===== config.mk =====
export PLATFORM = sky130hd
export DESIGN_NAME = stream_mux_n_flat
export DESIGN_NICKNAME = d
export VERILOG_FILES = /design/src/rtl/stream_mux_n_pkg.sv /design/src/rtl/stream_mux_n_if.sv /design/src/rtl/stream_mux_n_rr_arbiter.sv /design/src/rtl/stream_mux_n.sv /design/src/flat_wrapper.sv
export SDC_FILE = /design/constraint.sdc
export NUM_CORES = 1
export LEC_CHECK = 0
export ABC_AREA = 0
export CAP_MARGIN = 30
export CORE_ASPECT_RATIO = 1.1
export CORE_UTILIZATION = 33
export CTS_CLUSTER_DIAMETER = 120
export DETAILED_ROUTE_END_ITERATION = 12
export PLACE_DENSITY = 0.79
export SYNTH_ARGS = -nofsm -noshare
export SYNTH_HDL_FRONTEND = slang
export SYNTH_SLANG_ARGS = --single-unit

===== constraint.sdc =====
create_clock -name clk -period 1.3 [get_ports clk]
set_input_delay 0.26 -clock clk [delete_from_list [all_inputs] [get_ports clk]]
set_output_delay 0.26 -clock clk [all_outputs]
set_load 0.02 [all_outputs]

===== src/rtl/stream_mux_n_pkg.sv =====
// Shared constants and helpers for the N-input stream multiplexer.
package stream_mux_n_pkg;

  localparam int MODE_SEL = 0;
  localparam int MODE_RR  = 1;

  // Width of an index over n items, never less than one bit.
  function automatic int clog2(input int n);
    int r;
    r = 0;
    for (int v = 1; v < n; v = v * 2) r++;
    return (r < 1) ? 1 : r;
  endfunction

endpackage


===== src/rtl/stream_mux_n_if.sv =====
// Handshake bundle between the producers, the multiplexer and its consumer.
interface stream_mux_n_if
  import stream_mux_n_pkg::*;
#(
  parameter int WIDTH = 32,
  parameter int N_IN  = 4
);
  localparam int SEL_W = clog2(N_IN);

  logic [N_IN*WIDTH-1:0] in_data;
  logic [N_IN-1:0]       in_valid;
  logic [N_IN-1:0]       in_ready;
  logic [SEL_W-1:0]      sel;
  logic                  flush;
  logic [WIDTH-1:0]      out_data;
  logic                  out_valid;
  logic                  out_ready;
  logic [SEL_W-1:0]      out_src;

  modport master (
    output in_data, in_valid, sel, flush, out_ready,
    input  in_ready, out_data, out_valid, out_src
  );

  modport slave (
    input  in_data, in_valid, sel, flush, out_ready,
    output in_ready, out_data, out_valid, out_src
  );

endinterface


===== src/rtl/stream_mux_n_rr_arbiter.sv =====
// Combinational round-robin arbiter: first requester after ptr, wrapping.
module rr_arbiter #(
  parameter int N_IN  = 4,
  parameter int SEL_W = 2
) (
  input  logic [N_IN-1:0]  req,
  input  logic [SEL_W-1:0] ptr,
  output logic [SEL_W-1:0] grant,
  output logic             grant_valid
);

  always_comb begin : search
    logic             found;
    logic [SEL_W-1:0] idx;
    found = 1'b0;
    idx   = '0;
    grant = ptr;
    for (int k = 1; k <= N_IN; k++) begin
      idx = SEL_W'((int'(ptr) + k) % N_IN);
      if (!found && req[idx]) begin
        grant = idx;
        found = 1'b1;
      end
    end
  end

  assign grant_valid = |req;

endmodule


===== src/rtl/stream_mux_n.sv =====
// N-input valid/ready multiplexer with one registered output stage,
// selecting by explicit sel (MODE_SEL) or round-robin (MODE_RR).
module stream_mux_n
  import stream_mux_n_pkg::*;
#(
  parameter int WIDTH = 32,
  parameter int N_IN  = 4,
  parameter int MODE  = MODE_SEL
) (
  input  logic           clk,
  input  logic           reset,
  stream_mux_n_if.slave  bus
);

  localparam int SEL_W = clog2(N_IN);

  logic [SEL_W-1:0] grant;
  logic             grant_valid;
  logic             load_en;
  logic             xfer;
  logic [N_IN-1:0]  rdy;
  logic [WIDTH-1:0] sel_data;

  logic [WIDTH-1:0] out_data_p0;
  logic [SEL_W-1:0] out_src_p0;
  logic             vld_p0;

  assign load_en = (!vld_p0 || bus.out_ready) && !bus.flush;
  assign xfer    = load_en && grant_valid;

  generate
    if (MODE == MODE_RR) begin : g_rr
      logic [SEL_W-1:0] rr_ptr;

      rr_arbiter #(
        .N_IN  (N_IN),
        .SEL_W (SEL_W)
      ) u_arb (
        .req         (bus.in_valid),
        .ptr         (rr_ptr),
        .grant       (grant),
        .grant_valid (grant_valid)
      );

      // Pointer starts at the last input so the first search begins at input 0.
      always_ff @(posedge clk or posedge reset) begin
        if (reset) begin
          rr_ptr <= SEL_W'(N_IN - 1);
        end else if (xfer) begin
          rr_ptr <= grant;
        end
      end
    end else begin : g_sel
      // Zero-padded request vector lets an out-of-range sel read a safe 0.
      logic [2**SEL_W-1:0] req_pad;

      always_comb begin
        req_pad            = '0;
        req_pad[N_IN-1:0]  = bus.in_valid;
      end

      assign grant       = bus.sel;
      assign grant_valid = (int'(bus.sel) < N_IN) && req_pad[bus.sel];
    end
  endgenerate

  always_comb begin
    rdy      = '0;
    sel_data = '0;
    for (int i = 0; i < N_IN; i++) begin
      rdy[i] = xfer && (int'(grant) == i);
      if (int'(grant) == i) sel_data = bus.in_data[i*WIDTH +: WIDTH];
    end
  end

  assign bus.in_ready = rdy;

  // Output stage p0: flush beats both refill and drain.
  always_ff @(posedge clk or posedge reset) begin
    if (reset) begin
      vld_p0      <= 1'b0;
      out_data_p0 <= '0;
      out_src_p0  <= '0;
    end else if (bus.flush) begin
      vld_p0      <= 1'b0;
    end else if (xfer) begin
      vld_p0      <= 1'b1;
      out_data_p0 <= sel_data;
      out_src_p0  <= grant;
    end else if (bus.out_ready) begin
      vld_p0      <= 1'b0;
    end
  end

  assign bus.out_data  = out_data_p0;
  assign bus.out_valid = vld_p0;
  assign bus.out_src   = out_src_p0;

endmodule


===== src/flat_wrapper.sv =====
// flat-port wrapper written by rule: the top's interface ports become plain ports
module stream_mux_n_flat import stream_mux_n_pkg::*;
#(
  parameter int WIDTH = 32,
  parameter int N_IN  = 4,
  parameter int MODE  = MODE_SEL
)
  (clk, reset, bus_in_data, bus_in_valid, bus_sel, bus_flush, bus_out_ready, bus_in_ready, bus_out_data, bus_out_valid, bus_out_src);
  stream_mux_n_if #(.WIDTH(WIDTH), .N_IN(N_IN)) bus_i ();
  input  logic clk;
  input  logic reset;
  input wire logic [$bits(bus_i.in_data)-1:0] bus_in_data;
  input wire logic [$bits(bus_i.in_valid)-1:0] bus_in_valid;
  input wire logic [$bits(bus_i.sel)-1:0] bus_sel;
  input wire logic [$bits(bus_i.flush)-1:0] bus_flush;
  input wire logic [$bits(bus_i.out_ready)-1:0] bus_out_ready;
  output wire logic [$bits(bus_i.in_ready)-1:0] bus_in_ready;
  output wire logic [$bits(bus_i.out_data)-1:0] bus_out_data;
  output wire logic [$bits(bus_i.out_valid)-1:0] bus_out_valid;
  output wire logic [$bits(bus_i.out_src)-1:0] bus_out_src;
  assign bus_i.in_data = bus_in_data;
  assign bus_i.in_valid = bus_in_valid;
  assign bus_i.sel = bus_sel;
  assign bus_i.flush = bus_flush;
  assign bus_i.out_ready = bus_out_ready;
  assign bus_in_ready = bus_i.in_ready;
  assign bus_out_data = bus_i.out_data;
  assign bus_out_valid = bus_i.out_valid;
  assign bus_out_src = bus_i.out_src;
  stream_mux_n #(.WIDTH(WIDTH), .N_IN(N_IN), .MODE(MODE)) u_core (.clk(clk), .reset(reset), .bus(bus_i));
endmodule

==> qor.yml <==
place:
  dpl.hpwl_mm: 5.486
  placement.io_buffers: 176
  pre_cts_slack_ns: -0.8107
  gp_congestion: 0.8022
logic_synthesis:
  post-synth-top-count-cell: "sky130_fd_sc_hd__dfrtp_1"
  synthDistinctLibCells: 21
  synthCells: 132
  leading_post_synthesis_cells_by_cell_area: "sky130_fd_sc_hd__dfrtp_1 (40%), sky130_fd_sc_hd__mux4_2 (33%), sky130_fd_sc_hd__mux2_2 (17%), sky130_fd_sc_hd__buf_6 (2.1%), sky130_fd_sc_hd__mux4_1 (1.2%)"
  synth.top_cell.area_share_pct: 39.89
  netlist_top_cells_count: "sky130_fd_sc_hd__dfrtp_1 (35), sky130_fd_sc_hd__mux2_2 (34), sky130_fd_sc_hd__mux4_2 (32)"
  synthesis.nets: 270
  async_s_r_ff_share_synth_pct: 100.0
  synthesis.area_sq_um: 2196
  post-synth-top-area-cell: "sky130_fd_sc_hd__dfrtp_1"
  synth-edff-count: 0
  syn-mean-instance-area_sq_um: 16.64
  synth_seq_area_share_pct: 39.89
  synth.yosys.warnings: 0
  synth_ff_type: "sky130_fd_sc_hd__dfrtp_1"
  synth_seq_cells: 35
clock_tree:
  ctsHtreeMaxLevel: 2
  cts_root_buf: "sky130_fd_sc_hd__clkbuf_8"
  worstSkewPairLatency_ns: 0.28
  tritoncts: "done"
  clkSinkCount: 35
  cts_buffers: 5
  cts_hold_repair.buffers: 0
  clk_pin_slew_ns: 0.07
  worst_case_clock_buffer_depth: 2
floorplanning:
  die_width_um: 79.78
  floorplan.initialDensity_pct: 34.82
  fp.dieArea_sq_um: 6985
  core_box_area_sq_um: 6306
  floorplan.die.height_um: 87.56
  io_pins: 177
  placementRows: 30
worst_setup_path:
  critical-path-top-delay-family: "simple AND/OR/NAND/NOR gates"
  end_kind: "output port"
  timing.critical_path.fanout_max: 3
  cp_cell_sequence: "nor2b_4 > nor2_2 > and4b_1 > buf_6"
  worstSetupPathType: "reg -> out"
  timing.critical_path.slowest_cell_delay_ns: 0.43
  worst_path_cell_with_the_longest_stage_delay: "sky130_fd_sc_hd__dfrtp_1"
  worst_ep_arrival_time_ns: 1.27
  path_buf_inv: 1
  critical_path_required_ns: 1.04
  critical_path_start_type: "flop"
global_routing:
  grt_pass1_wl_mm: 10.52
  grt_overflow_total: 0
  grt_antenna_before_repair: 0
  track_usage_pct: 20.06
  maximum_number_of_pins_on_one_net_before_global_route_repair: 36
  grt_pass1_vias: 2244
finish:
  areaGrowthSynthToFinish_pct: 103.1
  num-nets-final: 470
  final_layout_size_suffix_gt1_share_pct: 36.64
  finish.utilization_pct: 70.71
  antenna_cells_inserted: 0
routing:
  wl_per_cell_um: 16.54
  routed_via_density: 4.995
  totalWireLength_mm: 6.829
  final_antenna_net_count: 0
  vias: 2063
  post-route-drc-count: 0
  first_iter_violations: 34
  dr.pass1.iters: 4
pwr:
  switching_power_uw: 1378
  max-vdd-ir-drop_mv: 0.5492
  leakage_uw: 0.001900
  power-per-cell-area_nw_per_um2: 1017
  p_sw_share_pct: 30.39
  p_comb_share_pct: 45.3
  cell_internal_pwr_uw: 3157
  clock_power_share_pct: 21.5
  pwr-share-seq_pct: 33.2
sta:
  slew_violations: 0
  report.final.setup_viol: 33
  finalHoldViolCount: 0
  fin_worst_skew_ns: 0.004105
  worst_slack_ns: -0.2310
  fmax_mhz: 653.2
  worstMarginPinSlew_ns: 0.2545
  period_needed_ns: 1.531
  max_slew_margin_pct: 83.04
  fin_crit_sh_pct: 117.8
  rsz0062_at_grt: "true"
min_path:
  hp-class: "in -> reg"
outcome:
  failed_checks: "setup timing"
  status: "finished with violations"
run:
  drv_cap: 0
-- cells by family after synthesis --
kind of cell,after synthesis,share of synthesized area (%)
flops,35,39.89
buf+inv,14,4.045
simple gates,12,3.305
mux,68,51.91
compound gates,3,0.8548
-- layout make-up --
| class | count | area, sq um |
|---|---|---|
| clock buffer | 5 | 68.82 |
| clock inverter | 3 | 43.79 |
| fill | 481 | 1847 |
| inverter | 3 | 11.26 |
| multi-input combinational | 83 | 1349 |
| sequential | 35 | 875.8 |
| tap | 80 | 100.1 |
| timing repair buffer | 204 | 2011 |
-- worst register-to-register path: stages, from the launching register on --
cell	delay, ns
sky130_fd_sc_hd__dfrtp_1	0.43
sky130_fd_sc_hd__nand2b_4	0.11
sky130_fd_sc_hd__buf_6	0.11
sky130_fd_sc_hd__nand3_4	0.08
sky130_fd_sc_hd__buf_12	0.15
sky130_fd_sc_hd__buf_12	0.14
sky130_fd_sc_hd__mux2_4	0.30
-- what timing repair did --
action | 4_1_cts | 5_1_grt
buffers inserted | 5 | 4
gates resized for setup | 104 | 14
pin swaps | 5 | 4
endpoints found under the setup margin | 72 | 39
gates cloned | 2 | 0
endpoints found under the hold margin | 0 | 0
-- per-layer routing --
metal / part of all wire [%] / GRT usage, %
met1: 34 / 20.76
met3: 11 / 6.042
met4: 1.5 / 6.169
met5: 0 / 0
met2: 53 / 38.54
-- power groups by stage --
stage / Sequential (uW) / Combinational (uW) / Clock, uW
5_1_grt: 1540 / 2180 / 1030
6_report: 1510 / 2060 / 974
2_1_floorplan: 1890 / 584 / 0
4_1_cts: 1500 / 2060 / 1000
3_5_place_dp: 1530 / 2120 / 0
3_3_place_gp: 1520 / 2090 / 0
-- stage by stage --
stage	area (sq um)	std cells	hold WS (ns)	TNS [ns]	power, uW
global route	4459	413	0.3199	-5.560	4761
finish	4459	413	0.3110	-3.942	4535
floorplan	2223	132	0.3264	-9.593	2470
global placement	4182	396	0.4862	-24.95	3605
CTS	4434	411	0.3054	-4.589	4568
detailed placement	4182	396	0.4910	-26.06	3648
-- final timing paths --
check | start | end | slack [ns] | cells past startpoint
max | u_core.bus.out_valid | bus_in_ready[1] | -0.23 | 4
min | bus_sel[0] | u_core.bus.out_src[0] | 0.31 | 3
max reg2reg | u_core.bus.out_valid | u_core.bus.out_data[28] | -0.14 | 6
min reg2reg | u_core.bus.out_src[1] | u_core.bus.out_src[1] | 0.50 | 1
max in group asynchronous | reset | u_core.bus.out_data[28] | 0.79 | 3
min in group asynchronous | reset | u_core.bus.out_data[12] | 0.32 | 3
-- registers in the layout, summed over array words and instances (netlist names) --
register / cells
u_core.bus.out_data: 32
u_core.bus.out_src: 2
u_core.bus.out_valid: 1
-- layout by cell type, fill, tap and decap left out, drive strengths merged --
master / n
nor2: 4
mux2: 34
a31oi: 1
mux4: 33
clkdlybuf4s50: 129
dfrtp: 35
o31ai: 1
clkinv: 2
and4b: 1
clkbuf: 6
o21ai: 1
nand2: 1
buf: 38
bufinv: 1
clkdlybuf4s15: 2
and4: 1
nand3: 2
nor3b: 1
nand2b: 1
nor2b: 1
inv: 3
dlygate4sd2: 34
mux2i: 1
Power figures use the tool's default switching activity.
==> variant 1 (same flow settings) <==
`WIDTH` is set to 32 in 3 places; all go to 16.
--- a/src/rtl/stream_mux_n_if.sv
+++ b/src/rtl/stream_mux_n_if.sv
@@ -4,3 +4,3 @@
 #(
-  parameter int WIDTH = 32,
+  parameter int WIDTH = 16,
   parameter int N_IN  = 4
--- a/src/rtl/stream_mux_n.sv
+++ b/src/rtl/stream_mux_n.sv
@@ -5,3 +5,3 @@
 #(
-  parameter int WIDTH = 32,
+  parameter int WIDTH = 16,
   parameter int N_IN  = 4,
--- a/src/flat_wrapper.sv
+++ b/src/flat_wrapper.sv
@@ -3,3 +3,3 @@
 #(
-  parameter int WIDTH = 32,
+  parameter int WIDTH = 16,
   parameter int N_IN  = 4,
Ports: changed (resized bus_in_data and bus_out_data); port bits go from 177 to 97. No check against the original RTL was run, so the function may have changed too.
==> variant 1 against the unedited design <==
The run still ends with negative setup slack left; critical endpoint is now bus_in_ready[3]; highest routed layer unchanged; worst setup slack gained 0.015 ns; synthesized area shrank 42%; sequential share of layout area shrank 0.61 points; worst hold slack gained 0.026 ns; cell area shrank 44%; largest cell class unchanged; sequential cell count shrank 16; power shrank 47%; largest power group unchanged; combinational power shrank 44%; wire length shrank 40%.
==> variant 1: results (changes against the unedited design) <==
Vias -> 1184 (was 2063)
Final WS setup -> -0.2158 ns (was -0.2310 ns)
Seq/Total Area, Yosys -> 37.25% (was 39.89%)
Distinct cell type count after synthesis -> 23 (was 21)
Internal power -> 1.642 mW (was 3.157 mW)
Top cells by count, synth -> 19 x dfrtp_1, 15 x mux4_2, 10 x mux2_4 (was 35 x dfrtp_1, 34 x mux2_2, 32 x mux4_2)
Antenna violations before repair -> 0 (unchanged)
Initial DRC count -> 43 (was 34)
Port bufs -> 96 (was 176)
Worst-path maximum fanout -> 3 (unchanged)
N_diodes -> 0 (unchanged)
LEAKAGE -> 1.104 nW (was 1.900 nW)
Syn Nets -> 153 (was 270)
Largest register FFs -> 16 (was 32)
Global-route wire length before repair -> 5968 um (was 10520 um)
Layout cell share with drive strength beyond 1 -> 37.57% (was 36.64%)
Longest Clk Path Bufs -> 2 (unchanged)
Max VDD drop -> 0.4214 mV (was 0.5492 mV)
Synth Area per Inst -> 16.15 um^2 (was 16.64 um^2)
Post-route insts no fill -> 239 (was 413)
Ys async rst share -> 100.0% (unchanged)
H-tree depth -> 1 (was 2)
Cells after DPL -> 233 (was 396)
# nets final -> 264 (was 470)
Skew final -> 0.003140 ns (was 0.004105 ns)
DRT Pass-1 Iters -> 3 (was 4)
Arrival @ worst endpoint -> 1.26 ns
Hold/Removal Path Class -> in -> async (was in -> reg)
Ys Warns -> 0 (unchanged)
Worst-Skew Late Latency -> 0.25 ns (was 0.28 ns)
Pin count of the biggest net entering global routing -> 20 (was 36)
Fill count -> 298 (was 481)
Failing checks -> negative setup slack (unchanged)
CTS Buf Count -> 3 (was 5)
Gr usage total -> 19.94% (was 20.06%)
Clock Sinks -> 19 (was 35)
Worst relative slew slack -> 83.04% (about the same)
HPWL Detailed -> 3204 um (was 5486 um)
Endpoints failing setup -> 17 (was 33)
WL final -> 4071 um (was 6829 um)
Vias in the first global route -> 1305 (was 2244)
Synth area leaders -> dfrtp_1 37%, mux4_2 26%, mux2_4 12%, mux2_2 7.1%, mux4_1 4.1% (was dfrtp_1 40%, mux4_2 33%, mux2_2 17%, buf_6 2.1%, mux4_1 1.2%)
Final GP Congestion -> 0.8013 (was 0.8022)
Clock root buffer -> clkbuf_8 (unchanged)
Clock transition at path regs -> 0.07 ns (about the same)
Status -> finished, violations left (unchanged)
## variant 1: worst paths after layout
kind                                              start                 endpoint  slack (ns)  depth (start not counted)
worst min register to register  u_core.bus.out_data[13]  u_core.bus.out_data[13]        0.51                          1
max in group asynchronous                         reset   u_core.bus.out_data[1]        0.76                          3
worst max-delay path               u_core.bus.out_valid          bus_in_ready[3]       -0.22                          4
worst min-delay path                              reset   u_core.bus.out_data[4]        0.34                          3
min in group clk                        bus_in_valid[0]    u_core.bus.out_src[1]        0.41                          4
worst max register to register     u_core.bus.out_valid   u_core.bus.out_data[6]           0                          5
## variant 1: repair_timing
| item | CTS | global route |
|---|---|---|
| pin swaps | 5 | 2 |
| setup buffers | 4 | 0 |
| resized for setup | 93 | 5 |
| gates cloned | 1 | 0 |
| endpoints found under the setup margin | 42 | 21 |
## variant 1: cell type report
type                            count  area (um^2)  area share, %
Tap cell                           50        62.56          2.504
Timing Repair Buffer              112         1095          43.82
Clock inverter                      1        5.005         0.2003
Multi-Input combinational cell     51        808.3          32.35
Clock buffer                        3        41.29          1.652
Inverter                            3        11.26         0.4507
Sequential cell                    19        475.5          19.03
## variant 1: stage by stage
step / cell area (um^2) / power, mW / TNS, ns / worst slack [ns]
after global routing: 2499 / 2.509 / -1.443 / -0.2588
final: 2499 / 2.382 / -0.9824 / -0.2158
after CTS: 2522 / 2.417 / -1.738 / -0.2448
after floorplan: 1289 / 1.393 / -4.283 / -0.2781
after detailed placement: 2375 / 2.021 / -16.99 / -0.7993
after global placement: 2375 / 1.992 / -16.27 / -0.7550
## variant 1: logic make-up (layout without fill, tap and decap cells)
logic type             count (synthesis)  after routing  share of synthesized area [%]
muxes                                 36             36                          50.20
and+or+nand+nor                       12             12                          6.275
AOI/OAI and AO/OA                      3              3                          1.471
DFF                                   19             19                          37.26
buffers and inverters                  9            119                          4.803
## variant 1: layer usage
layer,GRT usage (%),part of all wire (%),vias to the layer above
met5,0,0,-
met4,5.966,2.1,0
met3,4.789,10,10
met2,36.68,50,69
met1,22.24,37,569
li1,-,-,536
## variant 1: critical path: stages, from the launching register on
cell and delay (ns):
dfrtp_1 0.42, nor2b_4 0.15, nor2_2 0.09, and4_1 0.22
buf_6 0.12
## variant 1: power groups by stage
| stage | logic (mW) | registers [mW] | clock network [mW] |
|---|---|---|---|
| floorplan | 0.378 | 1.01 | 0 |
| global placement | 1.16 | 0.828 | 0 |
| global route | 1.22 | 0.845 | 0.444 |
| detailed placement | 1.18 | 0.837 | 0 |
| CTS | 1.17 | 0.825 | 0.419 |
| finish | 1.15 | 0.826 | 0.405 |
==> variant 2 (same settings) <==
Without the edit above. Reset style: synchronous (`reset`), changed in 2 clocked blocks.
--- a/src/rtl/stream_mux_n.sv
+++ b/src/rtl/stream_mux_n.sv
@@ -45,3 +45,3 @@
       // Pointer starts at the last input so the first search begins at input 0.
-      always_ff @(posedge clk or posedge reset) begin
+      always_ff @(posedge clk) begin
         if (reset) begin
@@ -78,3 +78,3 @@
   // Output stage p0: flush beats both refill and drain.
-  always_ff @(posedge clk or posedge reset) begin
+  always_ff @(posedge clk) begin
     if (reset) begin
Check against the original RTL: differs if reset is asserted again (counterexample within 4 cycles, from zero or initial values and one cycle with reset high); with reset held inactive, the same outputs for 10 cycles.
==> variant 2 against the unedited design <==
The run ends with design-rule violations, negative setup slack left; worst setup slack better by 0.075 ns; wire length is 40% higher; sequential share of layout area decreased by 5.3 points; cell area rose by 9.8%; clock skew barely moved; highest routed layer unchanged; cell count grew 25%; sequential cell count is the same; synthesized area is 14% higher; power down 22%.
==> variant 2: results (changes against the unedited design) <==
Top cells by count, synth -> 35 x dfxtp_1, 35 x inv_1, 34 x a21oi_1, 34 x a31o_1, 34 x nand4_1 (was 35 x dfrtp_1, 34 x mux2_2, 32 x mux4_2)
Syn Nets -> 388 (was 270)
Vias per cell -> 5.423 (was 4.995)
Final WS setup -> -0.1563 ns (was -0.2310 ns)
Failing checks -> design-rule violations, negative setup slack (was negative setup slack)
Resize count post-CTS -> 109 (was 104)
Fraction of synthesized area in multiplexers -> 30.21% (was 51.91%)
Reg-to-reg critical path endpoint -> u_core.bus.out_src[0] (was u_core.bus.out_data[28])
Start of the worst register-to-register path -> u_core.bus.out_valid (unchanged)
Post-DP Area -> 0.004349 mm^2 (was 0.004182 mm^2)
Met1 Use GR -> 27.76% (was 20.76%)
Initial DRC count -> 157 (was 34)
Worst Hold Depth -> 2 (was 3)
Critical Path Start -> bus_sel[0] (was u_core.bus.out_valid)
Endpoints failing setup -> 39 (was 33)
Layout cell share with drive strength beyond 1 -> 25.58% (was 36.64%)
DR WL/cell -> 18.57 um (was 16.54 um)
DRC viols -> 5 (was 0)
Global-route met3 utilization -> 3.442% (was 6.042%)
Place WS -> -0.9066 ns (was -0.8107 ns)
# nets final -> 568 (was 470)
Most used flip-flop cell after synthesis -> dfxtp_1 (was dfrtp_1)
Status -> finished, violations left (unchanged)
CP top delay family -> multiplexers (was simple AND/OR/NAND/NOR gates)
Setup slack, reg-to-reg -> 0.04 ns (was -0.14 ns)
variant 2: layout make-up:
class / count / area share [%]
clock inverters: 1 / 0.1022
multi-input cells: 144 / 32.95
flip-flops and latches: 35 / 14.33
well taps: 85 / 2.171
inverters: 36 / 2.759
clock buffers: 6 / 1.686
repair buffers: 208 / 46.00
variant 2: metrics by stage:
stage | cells | power (mW) | TNS, ns | hold slack, ns
finish | 515 | 3.559 | -4.706 | 0.3242
global route | 515 | 3.733 | -5.684 | 0.3359
CTS | 517 | 3.608 | -4.919 | 0.3073
detailed placement | 489 | 2.490 | -27.18 | 0.5178
floorplan | 250 | 1.869 | -2.524 | 0.3318
global placement | 489 | 2.463 | -25.00 | 0.5140
variant 2: report_power, final:
| group | leakage [nW] | switching (mW) | internal, mW | total, mW |
|---|---|---|---|---|
| combinational | 1.57 | 0.604 | 0.971 | 1.57 |
| clock | 0.0470 | 0.389 | 0.416 | 0.805 |
| sequential | 0.287 | 0.0340 | 1.15 | 1.18 |
| total | 1.90 | 1.03 | 2.53 | 3.56 |
